$ cat src/rtl/pipelined_alu.sv
// Two-stage registered ALU with valid/ready handshake on both sides and per-result status flags.
// Optional signed saturation for ADD/SUB is enabled by defining PIPELINED_ALU_SAT_EN (adds port sat_en).
module pipelined_alu #(
    parameter int DATA_WIDTH = 32
) (
    input  logic                  clk,
    input  logic                  reset,
    input  logic                  in_valid,
    output logic                  in_ready,
    input  logic [2:0]            op,
    input  logic [DATA_WIDTH-1:0] a,
    input  logic [DATA_WIDTH-1:0] b,
`ifdef PIPELINED_ALU_SAT_EN
    input  logic                  sat_en,
`endif
    output logic                  out_valid,
    input  logic                  out_ready,
    output logic [DATA_WIDTH-1:0] result,
    output logic                  flag_zero,
    output logic                  flag_neg,
    output logic                  flag_carry,
    output logic                  flag_ovf
);

    localparam int MSB = DATA_WIDTH - 1;

    localparam logic [2:0] OP_ADD   = 3'd0;
    localparam logic [2:0] OP_SUB   = 3'd1;
    localparam logic [2:0] OP_NOTA  = 3'd2;
    localparam logic [2:0] OP_AND   = 3'd3;
    localparam logic [2:0] OP_OR    = 3'd4;
    localparam logic [2:0] OP_XOR   = 3'd5;
    localparam logic [2:0] OP_SLT   = 3'd6;
    localparam logic [2:0] OP_PASSB = 3'd7;

`ifdef PIPELINED_ALU_SAT_EN
    localparam logic [DATA_WIDTH-1:0] SIGNED_MAX = {1'b0, {(DATA_WIDTH-1){1'b1}}};
    localparam logic [DATA_WIDTH-1:0] SIGNED_MIN = {1'b1, {(DATA_WIDTH-1){1'b0}}};
`endif

    // Stage 1: captured operand bundle
    logic                  s1Valid_q, s1Valid_d;
    logic [DATA_WIDTH-1:0] s1A_q, s1A_d;
    logic [DATA_WIDTH-1:0] s1B_q, s1B_d;
    logic [2:0]            s1Op_q, s1Op_d;
`ifdef PIPELINED_ALU_SAT_EN
    logic                  s1Sat_q, s1Sat_d;
`endif

    // Stage 2: registered result and flags, driving the outputs directly
    logic                  s2Valid_q, s2Valid_d;
    logic [DATA_WIDTH-1:0] s2Result_q, s2Result_d;
    logic                  s2Zero_q, s2Zero_d;
    logic                  s2Neg_q, s2Neg_d;
    logic                  s2Carry_q, s2Carry_d;
    logic                  s2Ovf_q, s2Ovf_d;

    logic s2Advance;
    logic inFire;
    logic s1Fire;

    logic [DATA_WIDTH:0]   sumWide;
    logic [DATA_WIDTH:0]   diffWide;
    logic                  sumOvf;
    logic                  diffOvf;
    logic                  sltBit;
    logic [DATA_WIDTH-1:0] aluResult;
    logic                  aluCarry;
    logic                  aluOvf;

    // in_ready is forced low during reset so nothing is accepted into a clearing pipeline
    assign s2Advance = !s2Valid_q || out_ready;
    assign in_ready  = !reset && (!s1Valid_q || s2Advance);
    assign inFire    = in_valid && in_ready;
    assign s1Fire    = s1Valid_q && s2Advance;

    always_comb begin
        s1Valid_d = s1Valid_q;
        s1A_d     = s1A_q;
        s1B_d     = s1B_q;
        s1Op_d    = s1Op_q;
`ifdef PIPELINED_ALU_SAT_EN
        s1Sat_d   = s1Sat_q;
`endif
        if (inFire) begin
            s1Valid_d = 1'b1;
            s1A_d     = a;
            s1B_d     = b;
            s1Op_d    = op;
`ifdef PIPELINED_ALU_SAT_EN
            s1Sat_d   = sat_en;
`endif
        end else if (s1Fire) begin
            s1Valid_d = 1'b0;
        end
    end

    always_ff @(posedge clk) begin
        if (reset) begin
            s1Valid_q <= 1'b0;
            s1A_q     <= '0;
            s1B_q     <= '0;
            s1Op_q    <= '0;
`ifdef PIPELINED_ALU_SAT_EN
            s1Sat_q   <= 1'b0;
`endif
        end else begin
            s1Valid_q <= s1Valid_d;
            s1A_q     <= s1A_d;
            s1B_q     <= s1B_d;
            s1Op_q    <= s1Op_d;
`ifdef PIPELINED_ALU_SAT_EN
            s1Sat_q   <= s1Sat_d;
`endif
        end
    end

    // The extra top bit of the wide sum/difference is the carry-out / unsigned borrow
    assign sumWide  = {1'b0, s1A_q} + {1'b0, s1B_q};
    assign diffWide = {1'b0, s1A_q} - {1'b0, s1B_q};
    assign sumOvf   = (s1A_q[MSB] == s1B_q[MSB]) && (sumWide[MSB] != s1A_q[MSB]);
    assign diffOvf  = (s1A_q[MSB] != s1B_q[MSB]) && (diffWide[MSB] != s1A_q[MSB]);
    assign sltBit   = $signed(s1A_q) < $signed(s1B_q);

    always_comb begin
        aluResult = '0;
        aluCarry  = 1'b0;
        aluOvf    = 1'b0;
        case (s1Op_q)
            OP_ADD: begin
                aluResult = sumWide[MSB:0];
                aluCarry  = sumWide[DATA_WIDTH];
                aluOvf    = sumOvf;
            end
            OP_SUB: begin
                aluResult = diffWide[MSB:0];
                aluCarry  = diffWide[DATA_WIDTH];
                aluOvf    = diffOvf;
            end
            OP_NOTA:  aluResult = ~s1A_q;
            OP_AND:   aluResult = s1A_q & s1B_q;
            OP_OR:    aluResult = s1A_q | s1B_q;
            OP_XOR:   aluResult = s1A_q ^ s1B_q;
            OP_SLT:   aluResult = {{(DATA_WIDTH-1){1'b0}}, sltBit};
            OP_PASSB: aluResult = s1B_q;
            default:  aluResult = '0;
        endcase
`ifdef PIPELINED_ALU_SAT_EN
        // Overflow direction follows the sign of a: a non-negative a can only overflow upwards
        if (s1Sat_q && aluOvf) begin
            aluResult = s1A_q[MSB] ? SIGNED_MIN : SIGNED_MAX;
        end
`endif
    end

    always_comb begin
        s2Valid_d  = s2Valid_q;
        s2Result_d = s2Result_q;
        s2Zero_d   = s2Zero_q;
        s2Neg_d    = s2Neg_q;
        s2Carry_d  = s2Carry_q;
        s2Ovf_d    = s2Ovf_q;
        if (s2Advance) begin
            s2Valid_d = s1Valid_q;
        end
        if (s1Fire) begin
            s2Result_d = aluResult;
            s2Zero_d   = (aluResult == '0);
            s2Neg_d    = aluResult[MSB];
            s2Carry_d  = aluCarry;
            s2Ovf_d    = aluOvf;
        end
    end

    always_ff @(posedge clk) begin
        if (reset) begin
            s2Valid_q  <= 1'b0;
            s2Result_q <= '0;
            s2Zero_q   <= 1'b0;
            s2Neg_q    <= 1'b0;
            s2Carry_q  <= 1'b0;
            s2Ovf_q    <= 1'b0;
        end else begin
            s2Valid_q  <= s2Valid_d;
            s2Result_q <= s2Result_d;
            s2Zero_q   <= s2Zero_d;
            s2Neg_q    <= s2Neg_d;
            s2Carry_q  <= s2Carry_d;
            s2Ovf_q    <= s2Ovf_d;
        end
    end

    assign out_valid  = s2Valid_q;
    assign result     = s2Result_q;
    assign flag_zero  = s2Zero_q;
    assign flag_neg   = s2Neg_q;
    assign flag_carry = s2Carry_q;
    assign flag_ovf   = s2Ovf_q;

endmodule

$ cat config.mk
export PLATFORM = sky130hd
export DESIGN_NAME = pipelined_alu
export DESIGN_NICKNAME = d
export VERILOG_FILES = /design/src/rtl/pipelined_alu.sv
export SDC_FILE = /design/constraint.sdc
export NUM_CORES = 1
export LEC_CHECK = 0
export CORE_MARGIN = 2
export CORE_UTILIZATION = 55
export CTS_CLUSTER_SIZE = 8
export DETAILED_ROUTE_END_ITERATION = 16
export MAX_ROUTING_LAYER = met4
export PLACE_DENSITY = 0.78
export RECOVER_POWER = 100
export SLEW_MARGIN = 0
export SYNTH_ARGS = -nofsm -noshare
export SYNTH_HDL_FRONTEND = slang
export SYNTH_SLANG_ARGS = --single-unit
$ cat constraint.sdc
create_clock -name clk -period 9.9 [get_ports clk]
set_clock_uncertainty 0.2 [all_clocks]
set_input_delay 1.485 -clock clk [delete_from_list [all_inputs] [get_ports clk]]
set_output_delay 1.485 -clock clk [all_outputs]
set_load 0.02 [all_outputs]
==> impl_metrics.env <==
export IMPL_fillers=1607
export IMPL_critical_path_buf_inv_count=4
export IMPL_wl_per_cell_um=21.5
export IMPL_syn_num_nets=1550
export IMPL_clockPowerShare_pct=25.6
export IMPL_rows=49
export IMPL_grt_pass1_vias=10184
export IMPL_synthToLayoutAreaGrowth_pct=13.7
export IMPL_crit_slowest_cell="clkbuf_1"
export IMPL_yosysUniqueCellTypes=81
export IMPL_insertion_delay_ns=0.37
export IMPL_place_congestion=1.07
export IMPL_synth_edf_count=0
export IMPL_cts_clk_slew_worst_paths_ns=0.08
export IMPL_track_usage_pct=37.7
export IMPL_clockBufferDepth=2
export IMPL_worst_path_dominant_cell_family="buffers and inverters"
export IMPL_startpoint_type="flop"
export IMPL_cp_max_fo=57
export IMPL_pin_count=109
export IMPL_rrSetupSlack_ns=3.25
export IMPL_grt_max_degree=72
export IMPL_holdCritStartpoint="result[2]"
export IMPL_pwr_share_comb_pct=43.1
export IMPL_r2r_cells=13
export IMPL_peakVddDrop_mv=0.102
export IMPL_path_common_cell="clkbuf_1"
export IMPL_slew_headroom_pct=-108
export IMPL_yosysTopAreaCell="dfxtp_1"
export IMPL_syn_area_sq_um=9890
export IMPL_ff_latch_area_sq_um=2080
export IMPL_synth_seq_cells=104
export IMPL_hold_depth=2
export IMPL_tightest_slew_ns=3.11
export IMPL_die_area_sq_um=19100
export IMPL_required_ns=9.95
export IMPL_slowest_delay_ns=1.91
export IMPL_root_buffer="clkbuf_16"
export IMPL_drtPass1Iterations=6
export IMPL_synth_top_cells_by_count="158 x nand2_1, 132 x nor2_1, 104 x a21oi_1, 104 x dfxtp_1, 104 x inv_1"
export IMPL_power_density_nw_per_um2=136
export IMPL_grt_overflow=0
export IMPL_worstHoldEndpoint="result[2]"
export IMPL_cts_resized=0
export IMPL_rsz0062_at_grt="false"
export IMPL_numCtsBuffers=9
export IMPL_dp_hpwl_mm=25.8
export IMPL_worstReg2RegEnd="flag_zero"
export IMPL_syn_inst=1381
export IMPL_drive_gt1_share_pct=4.10
export IMPL_route_detailed_drc=0
export IMPL_r2r_start="s1Op_q[0]"
export IMPL_hp_class="reg -> reg"
export IMPL_vias=10821
export IMPL_ant_nets=0
export IMPL_criticalPathCategory="reg -> reg"
export IMPL_ys_warn_count=0
export IMPL_p_int_mw=0.896
export IMPL_end_kind="flop"
export IMPL_synth_most_common_cell="nand2_1"
export IMPL_failed_checks="max-capacitance violations, max-slew violations"
export IMPL_synth_top_cell_area_share_pct=21.1
export IMPL_hold_buffers=0
export IMPL_seq_area_frac_synth_pct=21.1
export IMPL_syn_avg_cell_area_sq_um=7.16
export IMPL_drt_vias_per_instance=6.58
export IMPL_antenna_found_initial=0
export IMPL_arrival_ns=6.70
export IMPL_multi_input_area_sq_um=7000
export IMPL_seq_power_share_pct=31.2
export IMPL_finalSetupTns_ns=0
export IMPL_cts_tree="yes"
export IMPL_path_cells="clkbuf_1 -> inv_1 -> buf_4 -> nor3_1 -> clkbuf_1 -> and4_1 -> a22o_1 -> a2111o_1 -> o21a_1 -> and4b_1 -> nand4_1 -> or4_1 -> o21ai_0"
export IMPL_period_needed_ns=6.65
export IMPL_fmax_mhz=150
export IMPL_wl_mm=35.4
export IMPL_postCtsSetupBuffers=0
export IMPL_final_nets=1580
export IMPL_setup_violations=0
export IMPL_switchingPower_mw=0.639
export IMPL_core_sq_um=17800
export IMPL_netlist_top_cells_area="dfxtp_1 21%, ha_1 12%, nand2_1 6.0%, o31ai_1 5.8%, a21oi_1 5.3%"
export IMPL_fin_crit_sh_pct=67.2
export IMPL_async_flop_share_pct=0
export IMPL_drv_slew=200
export IMPL_clock_sinks=104
export IMPL_die_h_um=138
export IMPL_initialDrtViolationCount=1360
export IMPL_initial_core_util_pct=55.6
export IMPL_max_cap_viol_count=4
export IMPL_portBuffers=108
export IMPL_diodes=0
export IMPL_status="finished, violations left"
export IMPL_leakage_nw=4.47
export IMPL_chipWidth_um=138
export IMPL_switching_share_pct=41.6
export IMPL_fin_util_pct=63.2
export IMPL_synth_main_ff_cell="dfxtp_1"
export IMPL_grt_pass1_wl_mm=56.4
export IMPL_cts_htree_levels=3
export IMPL_hold_viol=0
cells in the final DEF (no fill, tap or decap), types with 7 or more instances in the layout:
master,n
nand3_1,25
dfxtp_1,104
dlygate4sd3_1,39
nand4_1,12
ha_1,96
a31oi_1,8
inv_1,104
a22oi_1,8
a221oi_1,9
nand2_1,158
buf_4,12
nor3_1,39
a221o_1,12
or2_2,8
o21bai_1,9
mux2i_1,8
nor2_1,132
o22ai_1,12
a211oi_1,30
a21oi_1,104
nor4_1,8
o31ai_1,76
xnor2_1,8
clkbuf_16,9
o21ai_0,81
nand2b_1,18
clkdlybuf4s50_1,68
a211o_1,7
nor2b_1,13
a21o_1,23
o211ai_1,14
o21a_1,8
through the flow:
step | hold slack (ns) | instances | setup slack (ns) | power, mW | cell area, sq um
2_1_floorplan | 0.296 | 1381 | 6.00 | 0.929 | 9890
3_3_place_gp | 0.244 | 1629 | 5.27 | 1.13 | 11000
3_5_place_dp | 0.250 | 1629 | 5.23 | 1.13 | 11000
4_1_cts | 0.261 | 1644 | 5.29 | 1.53 | 11300
5_1_grt | 0.279 | 1644 | 2.91 | 1.61 | 11200
6_report | 0.254 | 1644 | 3.25 | 1.53 | 11200
tightest hold or removal path: stages, from the launching register on:
cell     delay, ns
dfxtp_1       0.31
nand2_1       0.05
a21oi_1       0.05
kinds of logic (layout without fill, tap and decap cells):
family                   after synthesis  after routing  share of synthesized area [%]
AO/OA/AOI/OAI                        491            491                           34.6
AND/OR/NAND/NOR                      456            456                           21.3
buffers and inverters                207            241                           8.10
flip-flops                           104            104                           21.1
adder cells (fa/ha/maj)               98             98                           12.6
multiplexers                          14             14                           1.49
XOR/XNOR                              11             11                          0.974
registers in the layout (all words and copies together), names as in the netlist:
register    count
out_valid       1
flag_carry      1
s1Valid_q       1
flag_zero       1
s1Op_q          3
s1A_q          32
flag_ovf        1
result         32
s1B_q          32
metal layers:
layer / GRT usage, % / vias to the layer above / routed length, um
li1: - / 5085 / -
met1: 50.6 / 5075 / 15400
met2: 58.3 / 571 / 15600
met3: 5.82 / 90 / 3220
met4: 12.5 / 0 / 1200
met5: - / - / 0
power groups by stage:
stage | combinational, mW | clock [mW] | sequential (mW)
after global routing | 0.717 | 0.407 | 0.484
after global placement | 0.644 | 0 | 0.487
after detailed placement | 0.647 | 0 | 0.488
after floorplan | 0.436 | 0 | 0.493
after CTS | 0.650 | 0.397 | 0.479
final | 0.662 | 0.393 | 0.479
area by class of cell:
class / instances / area share [%]
clock buffers: 9 / 2.00
clock inverters: 6 / 0.723
inverters: 104 / 3.47
multi-input cells: 1070 / 62.3
flip-flops and latches: 104 / 18.5
well taps: 229 / 2.55
repair buffers: 122 / 10.4
how the worst max path moves through the flow:
stage,start,end,slack [ns],cells past startpoint
after floorplan,s1A_q[6],flag_zero,6.00,13
after global placement,out_ready,flag_zero,5.27,11
after detailed placement,out_ready,flag_zero,5.23,11
after CTS,out_ready,in_ready,5.29,4
after global routing,s1Op_q[0],flag_zero,2.91,12
final,s1Op_q[0],flag_zero,3.25,13
Note: power is estimated with default switching activity, not from simulation.
